<file path="src/rtl/loader_pkg.sv">
// Shared definitions for the instruction-memory program loader.
package loader_pkg;

    localparam int WORD_W = 16;
    localparam int BYTE_W = 8;

    // Every multi-byte field in the stream arrives high byte first.
    localparam bit HI_FIRST = 1'b1;

    localparam logic [3:0] S_IDLE   = 4'd0;
    localparam logic [3:0] S_CNT_HI = 4'd1;
    localparam logic [3:0] S_CNT_LO = 4'd2;
    localparam logic [3:0] S_W_HI   = 4'd3;
    localparam logic [3:0] S_W_LO   = 4'd4;
    localparam logic [3:0] S_CHK_HI = 4'd5;
    localparam logic [3:0] S_CHK_LO = 4'd6;
    localparam logic [3:0] S_DONE   = 4'd7;
    localparam logic [3:0] S_ERR    = 4'd8;

    function automatic logic is_active(input logic [3:0] s);
        return (s == S_CNT_HI) || (s == S_CNT_LO) ||
               (s == S_W_HI)   || (s == S_W_LO)   ||
               (s == S_CHK_HI) || (s == S_CHK_LO);
    endfunction

    function automatic logic is_hi(input logic [3:0] s);
        return (s == S_CNT_HI) || (s == S_W_HI) || (s == S_CHK_HI);
    endfunction

    function automatic logic is_lo(input logic [3:0] s);
        return (s == S_CNT_LO) || (s == S_W_LO) || (s == S_CHK_LO);
    endfunction

endpackage

</file>
<file path="src/rtl/byte_pair_assembler.sv">
// Joins two consecutive stream bytes into one 16-bit field.
module byte_pair_assembler
    import loader_pkg::*;
(
    input  logic              clk,
    input  logic              reset,
    input  logic              hi_en,
    input  logic              lo_en,
    input  logic [BYTE_W-1:0] byte_in,
    output logic [WORD_W-1:0] word,
    output logic              word_valid
);

    logic [BYTE_W-1:0] hi_q;

    always_ff @(posedge clk) begin
        if (reset) begin
            hi_q <= '0;
        end else if (hi_en) begin
            hi_q <= byte_in;
        end
    end

    // The low byte is used straight off the bus in its transfer cycle.
    assign word = HI_FIRST ? {hi_q, byte_in} : {byte_in, hi_q};
    assign word_valid = lo_en;

endmodule

</file>
<file path="src/rtl/im_loader.sv">
// Streams a counted, checksummed image into instruction memory
// while holding the core's PC.
module im_loader
    import loader_pkg::*;
#(
    parameter logic [15:0] BASE_ADDR = 16'h0000,
    parameter int          MAX_WORDS = 4096
) (
    input  logic        CLK,
    input  logic        Reset,
    input  logic        Start,
    input  logic [7:0]  ByteIn,
    input  logic        ByteValid,
    output logic        ByteReady,
    output logic [15:0] IMAddr,
    output logic [15:0] IMData,
    output logic        IMWrite,
    output logic        Busy,
    output logic        CPUHold,
    output logic        Done,
    output logic        Error
);

    logic [3:0]        state;
    logic [WORD_W-1:0] idx;
    logic [WORD_W-1:0] idx_next;
    logic [WORD_W-1:0] count;
    logic [WORD_W-1:0] sum;
    logic [WORD_W-1:0] word;
    logic              word_valid;
    logic              xfer;

    assign ByteReady = is_active(state);
    assign Busy      = ByteReady;
    assign CPUHold   = Busy;
    assign Done      = (state == S_DONE);
    assign Error     = (state == S_ERR);
    assign xfer      = ByteValid && ByteReady;
    assign idx_next  = idx + 16'd1;

    byte_pair_assembler u_asm (
        .clk        (CLK),
        .reset      (Reset),
        .hi_en      (xfer && is_hi(state)),
        .lo_en      (xfer && is_lo(state)),
        .byte_in    (ByteIn),
        .word       (word),
        .word_valid (word_valid)
    );

    always_ff @(posedge CLK) begin
        if (Reset) begin
            state   <= S_IDLE;
            idx     <= '0;
            count   <= '0;
            sum     <= '0;
            IMAddr  <= BASE_ADDR;
            IMData  <= '0;
            IMWrite <= 1'b0;
        end else begin
            IMWrite <= 1'b0;
            case (state)
                S_IDLE, S_DONE, S_ERR: begin
                    if (Start) begin
                        state <= S_CNT_HI;
                        idx   <= '0;
                        sum   <= '0;
                    end
                end
                S_CNT_HI: if (xfer) state <= S_CNT_LO;
                S_CNT_LO: begin
                    if (word_valid) begin
                        count <= word;
                        if (32'(word) > MAX_WORDS)
                            state <= S_ERR;
                        else if (word == '0)
                            state <= S_CHK_HI;
                        else
                            state <= S_W_HI;
                    end
                end
                S_W_HI: if (xfer) state <= S_W_LO;
                S_W_LO: begin
                    if (word_valid) begin
                        IMData  <= word;
                        IMAddr  <= BASE_ADDR + idx;
                        IMWrite <= 1'b1;
                        sum     <= sum + word;
                        idx     <= idx_next;
                        state   <= (idx_next == count) ? S_CHK_HI : S_W_HI;
                    end
                end
                S_CHK_HI: if (xfer) state <= S_CHK_LO;
                S_CHK_LO: begin
                    if (word_valid)
                        state <= (word == sum) ? S_DONE : S_ERR;
                end
                default: state <= S_IDLE;
            endcase
        end
    end

endmodule

</file>
<file path="config.mk">
export PLATFORM = sky130hd
export DESIGN_NAME = im_loader
export DESIGN_NICKNAME = d
export VERILOG_FILES = /design/src/rtl/loader_pkg.sv /design/src/rtl/byte_pair_assembler.sv /design/src/rtl/im_loader.sv
export SDC_FILE = /design/constraint.sdc
export NUM_CORES = 1
export LEC_CHECK = 0
export CORE_AREA = 2 2 96 108
export CTS_BUF_LIST = sky130_fd_sc_hd__clkbuf_4
export CTS_CLUSTER_SIZE = 40
export DETAILED_ROUTE_END_ITERATION = 7
export DIE_AREA = 0 0 98 110
export HOLD_SLACK_MARGIN = 0.06
export PLACE_DENSITY = 0.78
export SLEW_MARGIN = 25
export SYNTH_ARGS = -nofsm -noshare
export SYNTH_HDL_FRONTEND = slang
export SYNTH_SLANG_ARGS = --single-unit
</file>
<file path="constraint.sdc">
create_clock -name CLK -period 3.13 [get_ports CLK]
set_input_delay 0.4695 -clock CLK [delete_from_list [all_inputs] [get_ports CLK]]
set_output_delay 0.4695 -clock CLK [all_outputs]
set_load 0.005 [all_outputs]
</file>
Yosys cells after proc, flatten, opt, wreduce, memory -nomap -nowiden
Cells that the tools add are included.
{ "word_totals": {"reg_bits": 93, "wordCells": 68, "input_bits": 12} }
{ "op_classes": {"order_cmp": 1, "bitwise_logic": 1, "n_mux": 18, "eq_ne": 17, "add_sub_neg": 2, "reduce_logical": 21} }
{ "ops": {"columns": ["op", "count"], "rows": [
  ["case mux 16 bit (2 select lines)", 2],
  ["two-way mux 16 bit", 3],
  ["two-way mux 4 bit", 9],
  ["== test 16 bit", 2],
  ["case mux 4 bit (7 select lines)", 1],
  ["adder 16 x 1 -> 16 bit (second input constant)", 1],
  ["adder 16 bit", 1],
  ["== test 4 x 3 -> 1 bit (second input constant)", 4],
  ["> comparator 16 x 13 -> 1 bit (second input constant)", 1],
  ["zero test 16 bit", 1],
  ["logical OR 1 bit", 9],
  ["== test 4 x 2 -> 1 bit (second input constant)", 2],
  ["!= test 2 bit (second input constant)", 4],
  ["AND reduction 7 bit", 1],
  ["two-way mux 3 bit", 2],
  ["!= test 2 x 1 -> 1 bit (second input constant)", 3],
  ["== test 4 x 1 -> 1 bit (second input constant)", 1],
  ["== test 4 bit (second input constant)", 1],
  ["zero test 4 bit", 1],
  ["AND reduction 2 bit", 2],
  ["logical AND 1 bit", 3],
  ["AND reduction 3 bit", 1],
  ["OR reduction 3 bit", 1],
  ["nonzero test 2 bit", 1],
  ["3 further kinds", 3]
]} }

Depth between registers and ports, before layout
Gate-level depths: netlist of the first run.
{ "logic_depth": {"word_depth": 10, "depth_mapped": 9, "mapped_depth_nobuf": 9} }

Cells and area by module
From an unflattened synthesis of the first run, not the netlist that was laid out.
{ "hier_totals": {"cells_unflattened": 662, "area_unflattened_um2": 5241.3} }
{ "by_module_without_submodules": {"columns": ["mod", "cells_each", "seq_area_each_um2", "instances", "area_each_um2"], "rows": [
  ["im_loader", 627, 1701.6, 1, 4888.4],
  ["byte_pair_assembler", 35, 160.2, 1, 352.8]
]} }

Least setup slack after synthesis of the first run
No wires, ideal clock.
{ "synth_path": {"kind": "input -> register", "startpoint": "input ByteIn[4]", "endpoint": "register sum[15]", "stages": 8, "arrival_time_ps": 2215, "setup_time_ps": 114, "n_path_buf": 0, "path_slack_ps": 801, "required_time_ps": 3016, "path_cell_list": "ha_1 -> or2_2 -> a31oi_1 -> a2111oi_0 -> or2_2 -> a311oi_1 -> nor3_1 -> a21o_1"} }
{ "synth_via": {"elab_chain_cells": 3} }
{ "synth_rtl": {"columns": ["element", "line_no", "source"], "rows": [
  ["start: declaration", "im_loader.sv:12", "input logic [7:0] ByteIn,"],
  ["adder 16 bit", "im_loader.sv:88", "sum <= sum + word;"],
  ["two-way mux 16 bit", "im_loader.sv:84", "if (word_valid) begin"],
  ["case mux 16 bit (2 select lines)", "im_loader.sv:62", "case (state)"],
  ["end signal: assignment", "im_loader.sv:88", null],
  ["end: declaration", "im_loader.sv:28", "logic [WORD_W-1:0] sum;"]
]} }
No other way between the ends. The select of a mux whose other input is x is not followed.
A chain may end at the register's enable or synchronous reset.

Worst setup path in the final report of the first run
{ "layout_path": {"startpoint": "register idx[0]", "endpoint": "register state[1]"} }
{ "layout_via": {"elab_chain_cells": 5} }
{ "layout_rtl": {"columns": ["element", "line_no", "source"], "rows": [
  ["start: declaration", "im_loader.sv:25", "logic [WORD_W-1:0] idx;"],
  ["start signal: assignment", "im_loader.sv:89", "idx <= idx_next;"],
  ["adder 16 x 1 -> 16 bit", "im_loader.sv:39", "assign idx_next = idx + 16'd1;"],
  ["== test 16 bit", "im_loader.sv:90", "state <= (idx_next == count) ? S_CHK_HI : S_W_HI;"],
  ["two-way mux 3 bit", "im_loader.sv:90", null],
  ["two-way mux 4 bit", "im_loader.sv:84", null],
  ["case mux 4 bit (7 select lines)", "im_loader.sv:62", null],
  ["end signal: assignment", "im_loader.sv:90", null],
  ["end signal: assignment", "im_loader.sv:96", "state <= (word == sum) ? S_DONE : S_ERR;"],
  ["end: declaration", "im_loader.sv:24", "logic [3:0] state;"]
]} }
No other way between the ends. The select of a mux whose other input is x is not followed.

==> results of run 1 <==
cell usage in the layout (no fill, tap or decap), types with 7 or more instances in the layout:
master and instances:
clkbuf_4 9, xor2_1 15, ha_1 16, mux2i_1 9, and3_1 7, nor3_1 12
a22oi_1 10, a21o_1 12, inv_1 8, clkdlybuf4s50_1 48, a21oi_1 78, o21ai_0 27
nor4_1 8, nand2_1 117, buf_4 18, dfxtp_1 93, nor2_1 55, xnor2_1 21
nand3_1 8
power groups by stage:
stage	combinational, µW	clock [µW]	sequential, µW
floorplan	440	0	1270
finish	588	801	1300
global route	642	841	1300
CTS	584	807	1290
global placement	564	0	1320
detailed placement	579	0	1320
registers in the layout, indices dropped and copies added, names as in the netlist:
signal      flops
IMAddr         16
IMData         16
count          16
idx            16
sum            16
u_asm.hi_q      8
state           4
IMWrite         1
worst paths after layout:
path                  start         to  slack (ns)  depth (start not counted)
setup / recovery     idx[0]   state[1]        0.41                          8
setup reg to reg     idx[0]   state[1]        0.41                          8
hold / removal    IMAddr[8]  IMAddr[8]        0.46                          2
hold reg to reg   IMAddr[8]  IMAddr[8]        0.46                          2
kinds of logic after synthesis:
group / Yosys count / synth area share [%]
AOI/OAI and AO/OA: 156 / 19.0
xor gates and xnor gates: 37 / 6.96
adders and majority gates: 17 / 4.54
buffers and inverters: 44 / 4.62
DFF: 93 / 38.4
muxes: 9 / 1.86
and+or+nand+nor: 256 / 24.6
metrics by stage:
| step | cell area (µm²) | setup slack (ns) |
|---|---|---|
| floorplan | 4850 | 0.801 |
| global placement | 5450 | 0.143 |
| detailed placement | 5450 | 0.0368 |
| CTS | 5630 | 0.430 |
| global route | 5630 | 0.209 |
| finish | 5630 | 0.409 |
critical path, cell delays in order (launching register included):
cell and delay (ns):
dfxtp_1 0.49, ha_1 0.31, nand3_1 0.28, nor2_1 0.24
and3_1 0.24, xnor2_1 0.09, nor4_1 0.36, nand4b_1 0.23
a221o_1 0.36
layer usage:
metal	up-vias	share of wire [%]	GRT usage, %
met4	0	2.0	9.92
met3	24	5.3	3.03
met5	-	0	0
li1	2227	-	-
met2	152	51	43.2
met1	2138	41	27.0
layout make-up:
cell class,count,area (µm²)
inverters,8,30.0
well taps,120,150
fillers,870,4020
flip-flops and latches,93,1860
repair buffers,68,641
clock inverters,7,108
multi-input cells,475,2770
clock buffers,9,67.6
==> summary.md, run 1 <==
### Synth
- **number of library cell types mapped by synthesis** 54
- **Net Count, Synth** 641
- **count of synthesis-stage warnings from yosys** 0
- **mean instance size in the synthesized netlist** 7.93 µm²
- **mapped cell area** 4850 µm²
- **leading post-synthesis cells by cell area** dfxtp_1 (38%), nand2_1 (9.1%), a21oi_1 (8.0%), nor2_1 (4.3%), ha_1 (4.1%)
- **fraction of the yosys area taken by sequential cells** 38.4%
- **most numerous cell in the Yosys netlist** nand2_1
- **most used flip-flop cell after synthesis** dfxtp_1
- **number of instances in the synthesized netlist** 612
- **most area-hungry cell type in the Yosys netlist** dfxtp_1
- **leading post-synthesis cells by instance count** nand2_1 (117), dfxtp_1 (93), a21oi_1 (78)
- **number of flops mapped to enable cells by yosys** 0
- **portion of synthesized cell area occupied by the leading cell type** 38.4%
- **number of synthesized register bits** 93
- **fraction of registers with async set or reset after synthesis** 0%

### STA
- **Period minus WS final** 2.72 ns
- **post-route worst hold slack** 0.463 ns
- **Worst slew margin** 48.4%
- **Total Negative Setup Slacks** 0 ns
- **Worst Tran Pin Value** 0.755 ns
- **final number of setup-violating endpoints** 0
- **Final Hold Vio Count** 0
- **final count of pins violating max slew** 0
- **final period utilization** 86.9%
- **RSZ-0062 raised after global routing** no
- **Worst Skew** 0.0202 ns
- **timing-limited maximum frequency** 0.367 GHz

### Finish
- **final std cells w/o fill** 780
- **number of nets in the layout** 684
- **area growth from synthesis to layout** 16.0%
- **share of final-layout standard cells stronger than drive strength 1** 7.42%
- **utilization of the core after routing** 58.3%
- **# diodes** 0

### CTS
- **CTS tree** yes
- **insertion delay to the later sink of the worst-skew pair** 0.48 ns
- **post-CTS repair timing setup buffer count** 0
- **CTS H-Tree Depth** 3
- **number of buffers added by the clock tree synthesis step** 9
- **hold-fix buffer count after cts** 0
- **Clock Tree Buf Depth** 2
- **quantity of gates resized following cts** 0
- **CTS clk-pin slew, worst paths** 0.17 ns
- **buffer cell driving the clock tree root** clkbuf_4
- **number of clock sinks** 93

### Placed design
- **placer congestion estimate** 1.00
- **HPWL after detailed placement** 8.97 mm
- **IO buf count** 49
- **number of placed instances, taps included** 764

### Route
- **number of vias per cell after detailed routing** 5.82
- **number of design rule violations left after detail routing** 0
- **vias** 4541
- **DRC violation total after the first TritonRoute iteration** 291
- **detailed-routing iteration count for the pre-antenna-repair pass** 5
- **routed wire length** 12.4 mm
- **number of routed nets with antenna violations** 0
- **wire per inst** 15.9 µm

### Worst setup path
- **worst path required time** 3.50 ns
- **category of the critical setup timing path** flip-flop to flip-flop
- **Critical Path End Type** flip-flop
- **category of the worst setup path launch point** flip-flop
- **arrival time reported for the critical path endpoint** 3.09 ns
- **crit path max fanout** 7

### Power
- **power per unit of standard cell area** 477 nW/µm²
- **net switching power** 869 µW
- **leakage component of the power** 0.00214 µW
- **Internal Pwr Total** 1820 µW
- **Comb power frac** 21.9%
- **part of the power in registers** 48.3%
- **Clk network pwr share** 29.8%
- **Power, Total** 2690 µW
- **IR Drop Worst-Case VDD** 0.252 mV
- **net switching share of the total power** 32.4%

### Floorplanning
- **Die Height** 110 µm
- **core outline area** 9650 µm²
- **initial core utilization** 50.3%
- **count of boundary I/O pins** 50
- **Die Area** 10800 µm²
- **Die Width** 98 µm
- **standard-cell row count** 38

### Global route
- **total global routing track utilization** 23.2%
- **global-route wire length before repair** 20.3 mm
- **global route total overflow** 0
- **antenna violations before repair** 0
- **maximum number of pins on one net before global-route repair** 52
- **number of global-route vias before repair** 4369

### Job
- **reported max-cap violation count** 0

### Outcome
- **status** completed

### Hold path
- **worst min-delay path class** flip-flop to flip-flop

(Power assumes the default switching activity.)
==> run 2: changes to the inputs <==
- CTS_BUF_LIST: sky130_fd_sc_hd__clkbuf_4 -> unset
==> run 2 against run 1 <==
First-iteration DRC count shrank 7.2%. Sequential power is essentially flat. Global-route usage grew 0.20 points. Maximum frequency shrank 0.21%. Final cell count is the same. Worst hold slack lost 0.0063 ns. Critical path type is now input pin to flip-flop. Critical endpoint is now sum[15]. Largest cell class unchanged.
==> summary.md, run 2 (same netlist as run 1, synthesis figures left out) <==
### Outcome
- **status** completed

### CTS
- **post-CTS repair timing setup buffer count** 0
- **CTS tree** yes
- **buffer cell driving the clock tree root** clkbuf_8
- **number of clock sinks** 93
- **insertion delay to the later sink of the worst-skew pair** 0.38 ns
- **quantity of gates resized following cts** 0
- **number of buffers added by the clock tree synthesis step** 9
- **CTS H-Tree Depth** 3
- **Clock Tree Buf Depth** 2
- **CTS clk-pin slew, worst paths** 0.10 ns
- **hold-fix buffer count after cts** 0

### Finish
- **share of final-layout standard cells stronger than drive strength 1** 7.42%
- **utilization of the core after routing** 58.9%
- **fillcell total** 861
- **most used cells in the layout excluding fill and tap cells** nand2_1 (117), dfxtp_1 (93), a21oi_1 (78)
- **number of nets in the layout** 684
- **# diodes** 0
- **area growth from synthesis to layout** 17.2%
- **leading cell type in the layout, fill and taps excluded** nand2_1

### STA
- **Total Negative Setup Slacks** 0 ns
- **Worst Skew** 0.00907 ns
- **Worst Tran Pin Value** 0.739 ns
- **final number of setup-violating endpoints** 0
- **Worst slew margin** 49.5%
- **final period utilization** 87.1%
- **Period minus WS final** 2.73 ns
- **timing-limited maximum frequency** 0.367 GHz
- **RSZ-0062 raised after global routing** no
- **Final Hold Vio Count** 0
- **final count of pins violating max slew** 0
- **post-route worst hold slack** 0.457 ns

### Global route
- **antenna violations before repair** 0
- **maximum number of pins on one net before global-route repair** 52
- **global route total overflow** 0
- **total global routing track utilization** 23.4%
- **global-route wire length before repair** 20.3 mm
- **number of global-route vias before repair** 4401

### Floorplanning
- **Die Width** 98 µm
- **standard-cell row count** 38
- **initial core utilization** 50.3%
- **core outline area** 9650 µm²
- **Die Area** 10800 µm²
- **Die Height** 110 µm
- **count of boundary I/O pins** 50

### Worst setup path
- **category of the worst setup path launch point** input pin
- **arrival time reported for the critical path endpoint** 3.01 ns
- **Buf+Inv Stages, Crit Path** 1
- **category of cells accounting for the largest share of critical-path delay** compound AO/OA/AOI/OAI gates
- **Critical Path End Type** flip-flop
- **number of stages on the worst setup path** 8
- **crit path max fanout** 5
- **maximum single-stage delay on the critical path** 0.69 ns
- **worst r2r path cells** 8
- **critical-path cell with the highest stage delay** a2111oi_0
- **worst path required time** 3.41 ns
- **sequence of cells on the critical path** clkdlybuf4s50_1 > ha_1 > a31oi_1 > a2111oi_0 > or2_2 > a311oi_1 > a21o_1 > a21o_1
- **minimum setup slack among reg-to-reg paths** 0.42 ns
- **category of the critical setup timing path** input pin to flip-flop
- **cell mode on critical path** a21o_1

### Route
- **vias** 4551
- **DRC violation total after the first TritonRoute iteration** 270
- **number of design rule violations left after detail routing** 0
- **number of vias per cell after detailed routing** 5.83
- **number of routed nets with antenna violations** 0
- **routed wire length** 12.4 mm
- **wire per inst** 15.9 µm
- **detailed-routing iteration count for the pre-antenna-repair pass** 5

### Placed design
- **placer congestion estimate** 1.00
- **IO buf count** 49
- **HPWL after detailed placement** 8.97 mm

### Power
- **power per unit of standard cell area** 496 nW/µm²
- **leakage component of the power** 0.00216 µW
- **IR Drop Worst-Case VDD** 0.306 mV

### Job
- **reported max-cap violation count** 0

### Hold path
- **worst min-delay path class** flip-flop to flip-flop
- **depth of the worst hold-timing path** 2

[run 2: final cells by class]
class | instances | area [µm²] | share of cell area [%]
multi-input cells | 475 | 2770 | 48.7
inverters | 8 | 30.0 | 0.528
well taps | 120 | 150 | 2.64
clock inverters | 7 | 108 | 1.89
clock buffers | 9 | 124 | 2.18
flip-flops and latches | 93 | 1860 | 32.8
repair buffers | 68 | 641 | 11.3
[run 2: final timing paths]
kind / to / start
setup reg to reg: state[1] / idx[0]
hold reg to reg: IMAddr[8] / IMAddr[8]
setup / recovery: sum[15] / ByteIn[5]
hold / removal: IMAddr[8] / IMAddr[8]
[run 2: metal layers]
layer | GRT usage (%) | share of wire, % | vias to the layer above
met5 | 0 | 0 | -
met4 | 9.42 | 2.1 | 0
met3 | 4.67 | 4.3 | 26
met2 | 43.2 | 51 | 136
met1 | 26.8 | 42 | 2163
li1 | - | - | 2226
[run 2: per-stage QoR]
step           instances  setup WS (ns)  area, µm²  total power [µW]
2_1_floorplan        612          0.801       4850              1710
3_3_place_gp         764          0.143       5450              1880
3_5_place_dp         764         0.0368       5450              1900
4_1_cts              780          0.436       5680              2830
5_1_grt              780          0.190       5680              2940
6_report             780          0.403       5680              2820
[run 2: where the power goes]
group / switching, µW / internal (µW)
registers: 75.2 / 1220
logic: 333 / 255
clock network: 472 / 463
total: 880 / 1940
[run 2: tightest hold or removal path: cells and delay by family, from the launching register on]
kind	cells	cell delay [ns]
DFF	1	0.32
and+or+nand+nor	1	0.05
AOI/OAI and AO/OA	1	0.05
==> run 3: changes to the inputs <==
- ABC_AREA: unset -> 1
- CORE_AREA: 2 2 96 108 -> 2 2 98 109
- DIE_AREA: 0 0 98 110 -> 0 0 100 111
- PLACE_DENSITY: 0.78 -> unset
- PLACE_DENSITY_LB_ADDON: unset -> 0.3
==> run 3 against run 2 <==
Sequential power barely moved. Combinational power increased by 19%. Synthesized area up 2.6%. Design area increased by 4.8%. Global-route usage is 2.4 points higher. Setup slack better by 0.13 ns. Die area up 3.0%. Worst hold slack gained 0.0086 ns. Register-to-register slack better by 0.22 ns.
==> summary.md, run 3 <==
### STA
- **timing-limited maximum frequency** 0.385 GHz
- **final count of pins violating max slew** 0
- **RSZ-0062 raised after global routing** no
- **Worst Tran Pin Value** 0.702 ns
- **Worst slew margin** 53.0%
- **final period utilization** 82.9%
- **final number of setup-violating endpoints** 0
- **Worst Skew** 0.0105 ns
- **Period minus WS final** 2.60 ns
- **Total Negative Setup Slacks** 0 ns
- **Final Hold Vio Count** 0

### Floorplanning
- **count of boundary I/O pins** 50
- **Die Height** 111 µm
- **core outline area** 10100 µm²
- **Die Area** 11100 µm²
- **standard-cell row count** 39
- **initial core utilization** 49.1%
- **Die Width** 100 µm

### Worst setup path
- **category of the critical setup timing path** input pin to flip-flop
- **critical-path cell with the highest stage delay** clkdlybuf4s50_1
- **category of the worst setup path launch point** input pin
- **Critical Path End Type** flip-flop
- **crit path max fanout** 4
- **worst path required time** 3.40 ns
- **sequence of cells on the critical path** clkdlybuf4s50_1 > ha_1 > fa_1 > nand2_1 > inv_1 > o21ai_0 > nand2_1 > nand2_1 > nand2_1 > a21o_1 > a21boi_0 > or2_2 > nand3_1 > a21oi_1
- **maximum single-stage delay on the critical path** 0.45 ns
- **cell mode on critical path** nand2_1
- **arrival time reported for the critical path endpoint** 2.87 ns

### Global route
- **maximum number of pins on one net before global-route repair** 71
- **global route total overflow** 0
- **total global routing track utilization** 25.9%
- **number of global-route vias before repair** 4915
- **antenna violations before repair** 0
- **global-route wire length before repair** 23.0 mm

### Synth
- **portion of synthesized cell area occupied by the leading cell type** 37.4%
- **fraction of the yosys area taken by sequential cells** 37.4%
- **number of flops mapped to enable cells by yosys** 0
- **Net Count, Synth** 774
- **leading post-synthesis cells by cell area** dfxtp_1 (37%), nand2_1 (16%), a21oi_1 (11%), nand3_1 (7.3%), inv_1 (5.1%)
- **most numerous cell in the Yosys netlist** nand2_1
- **number of instances in the synthesized netlist** 745
- **number of library cell types mapped by synthesis** 33
- **count of synthesis-stage warnings from yosys** 0
- **most used flip-flop cell after synthesis** dfxtp_1
- **most area-hungry cell type in the Yosys netlist** dfxtp_1
- **mean instance size in the synthesized netlist** 6.68 µm²
- **mapped cell area** 4980 µm²
- **fraction of registers with async set or reset after synthesis** 0%
- **leading post-synthesis cells by instance count** nand2_1 (211), a21oi_1 (110), dfxtp_1 (93)
- **number of synthesized register bits** 93

### Placed design
- **IO buf count** 49
- **placer congestion estimate** 0.997
- **HPWL after detailed placement** 9.83 mm

### Power
- **leakage component of the power** 0.00239 µW
- **net switching power** 1000 µW
- **Internal Pwr Total** 2250 µW
- **Comb power frac** 21.6%
- **net switching share of the total power** 30.8%
- **Power, Total** 3250 µW
- **part of the power in registers** 39.2%
- **power per unit of standard cell area** 546 nW/µm²
- **Clk network pwr share** 39.2%
- **IR Drop Worst-Case VDD** 0.323 mV

### Finish
- **leading cell type in the layout, fill and taps excluded** nand2_1
- **area growth from synthesis to layout** 19.6%
- **# diodes** 0
- **share of final-layout standard cells stronger than drive strength 1** 6.52%
- **most used cells in the layout excluding fill and tap cells** nand2_1 (211), a21oi_1 (110), dfxtp_1 (93)
- **number of nets in the layout** 821

### Route
- **detailed-routing iteration count for the pre-antenna-repair pass** 5
- **DRC violation total after the first TritonRoute iteration** 366
- **wire per inst** 15.0 µm
- **routed wire length** 13.8 mm
- **number of routed nets with antenna violations** 0
- **number of vias per cell after detailed routing** 5.62
- **vias** 5168
- **number of design rule violations left after detail routing** 0

### CTS
- **CTS tree** yes
- **quantity of gates resized following cts** 0
- **Clock Tree Buf Depth** 2
- **CTS H-Tree Depth** 3
- **hold-fix buffer count after cts** 0
- **insertion delay to the later sink of the worst-skew pair** 0.35 ns
- **post-CTS repair timing setup buffer count** 0
- **number of clock sinks** 93
- **CTS clk-pin slew, worst paths** 0.07 ns
- **number of buffers added by the clock tree synthesis step** 9
- **buffer cell driving the clock tree root** clkbuf_16

### Hold path
- **worst min-delay path class** flip-flop to flip-flop

### Job
- **reported max-cap violation count** 0

### Outcome
- **status** completed

## run 3: changes by cell type after synthesis, moves of 20 or more
cell,before,now
nand2_1,117,211
nand3_1,9,73
inv_1,8,68
a21oi_1,78,110
xnor2_1,21,1
## run 3: final timing paths
path | end | startpoint | slack (ns) | depth (start not counted)
worst min register to register | IMData[11] | IMData[11] | 0.47 | 2
worst max register to register | state[1] | idx[0] | 0.64 | 14
worst max-delay path | sum[12] | ByteIn[0] | 0.53 | 14
worst min-delay path | IMData[11] | IMData[11] | 0.47 | 2
## run 3: layer usage
metal / global-route usage, % / routed length, µm
met1: 32.5 / 5820
met2: 42.7 / 6730
met3: 3.47 / 710
met4: 13.8 / 581
met5: 0 / 0
## run 3: power groups by stage
stage | sequential (µW) | combinational (µW) | clock (µW)
finish | 1270 | 702 | 1270
global route | 1280 | 763 | 1340
CTS | 1270 | 681 | 1280
detailed placement | 1300 | 676 | 0
global placement | 1300 | 665 | 0
floorplan | 1280 | 481 | 0
## run 3: logic make-up (layout without fill, tap and decap cells)
family,count (synthesis),after routing,synth area share [%]
buffers and inverters,101,153,8.27
AOI/OAI and AO/OA,163,163,17.0
adders and majority gates,17,17,4.42
DFF,93,93,37.4
xor gates and xnor gates,9,9,1.86
and+or+nand+nor,362,362,31.1
## run 3: cell type report
cell class	instances	area [µm²]
Fill cell	964	4190
Clock inverter	7	123
Sequential cell	93	1860
Multi-Input combinational cell	551	2710
Timing Repair Buffer	66	613
Tap cell	123	154
Clock buffer	9	225
Inverter	71	267
## run 3: through the flow
stage	area (µm²)	utilization, %	hold WS, ns	worst slack [ns]	std cells
2_1_floorplan	4980	-	0.442	0.914	745
3_3_place_gp	5600	55.2	0.452	0.253	904
3_5_place_dp	5600	55.2	0.457	0.252	904
4_1_cts	5950	58.6	0.467	0.564	920
5_1_grt	5960	58.7	0.474	0.346	920
6_report	5960	58.7	0.466	0.534	920
## run 3: worst max-delay path, delay by kind of cell
kind | cells | cell delay [ns]
adder cells (fa/ha/maj) | 2 | 0.64
AND/OR/NAND/NOR | 6 | 0.58
buffers and inverters | 2 | 0.50
AO/OA/AOI/OAI | 4 | 0.69
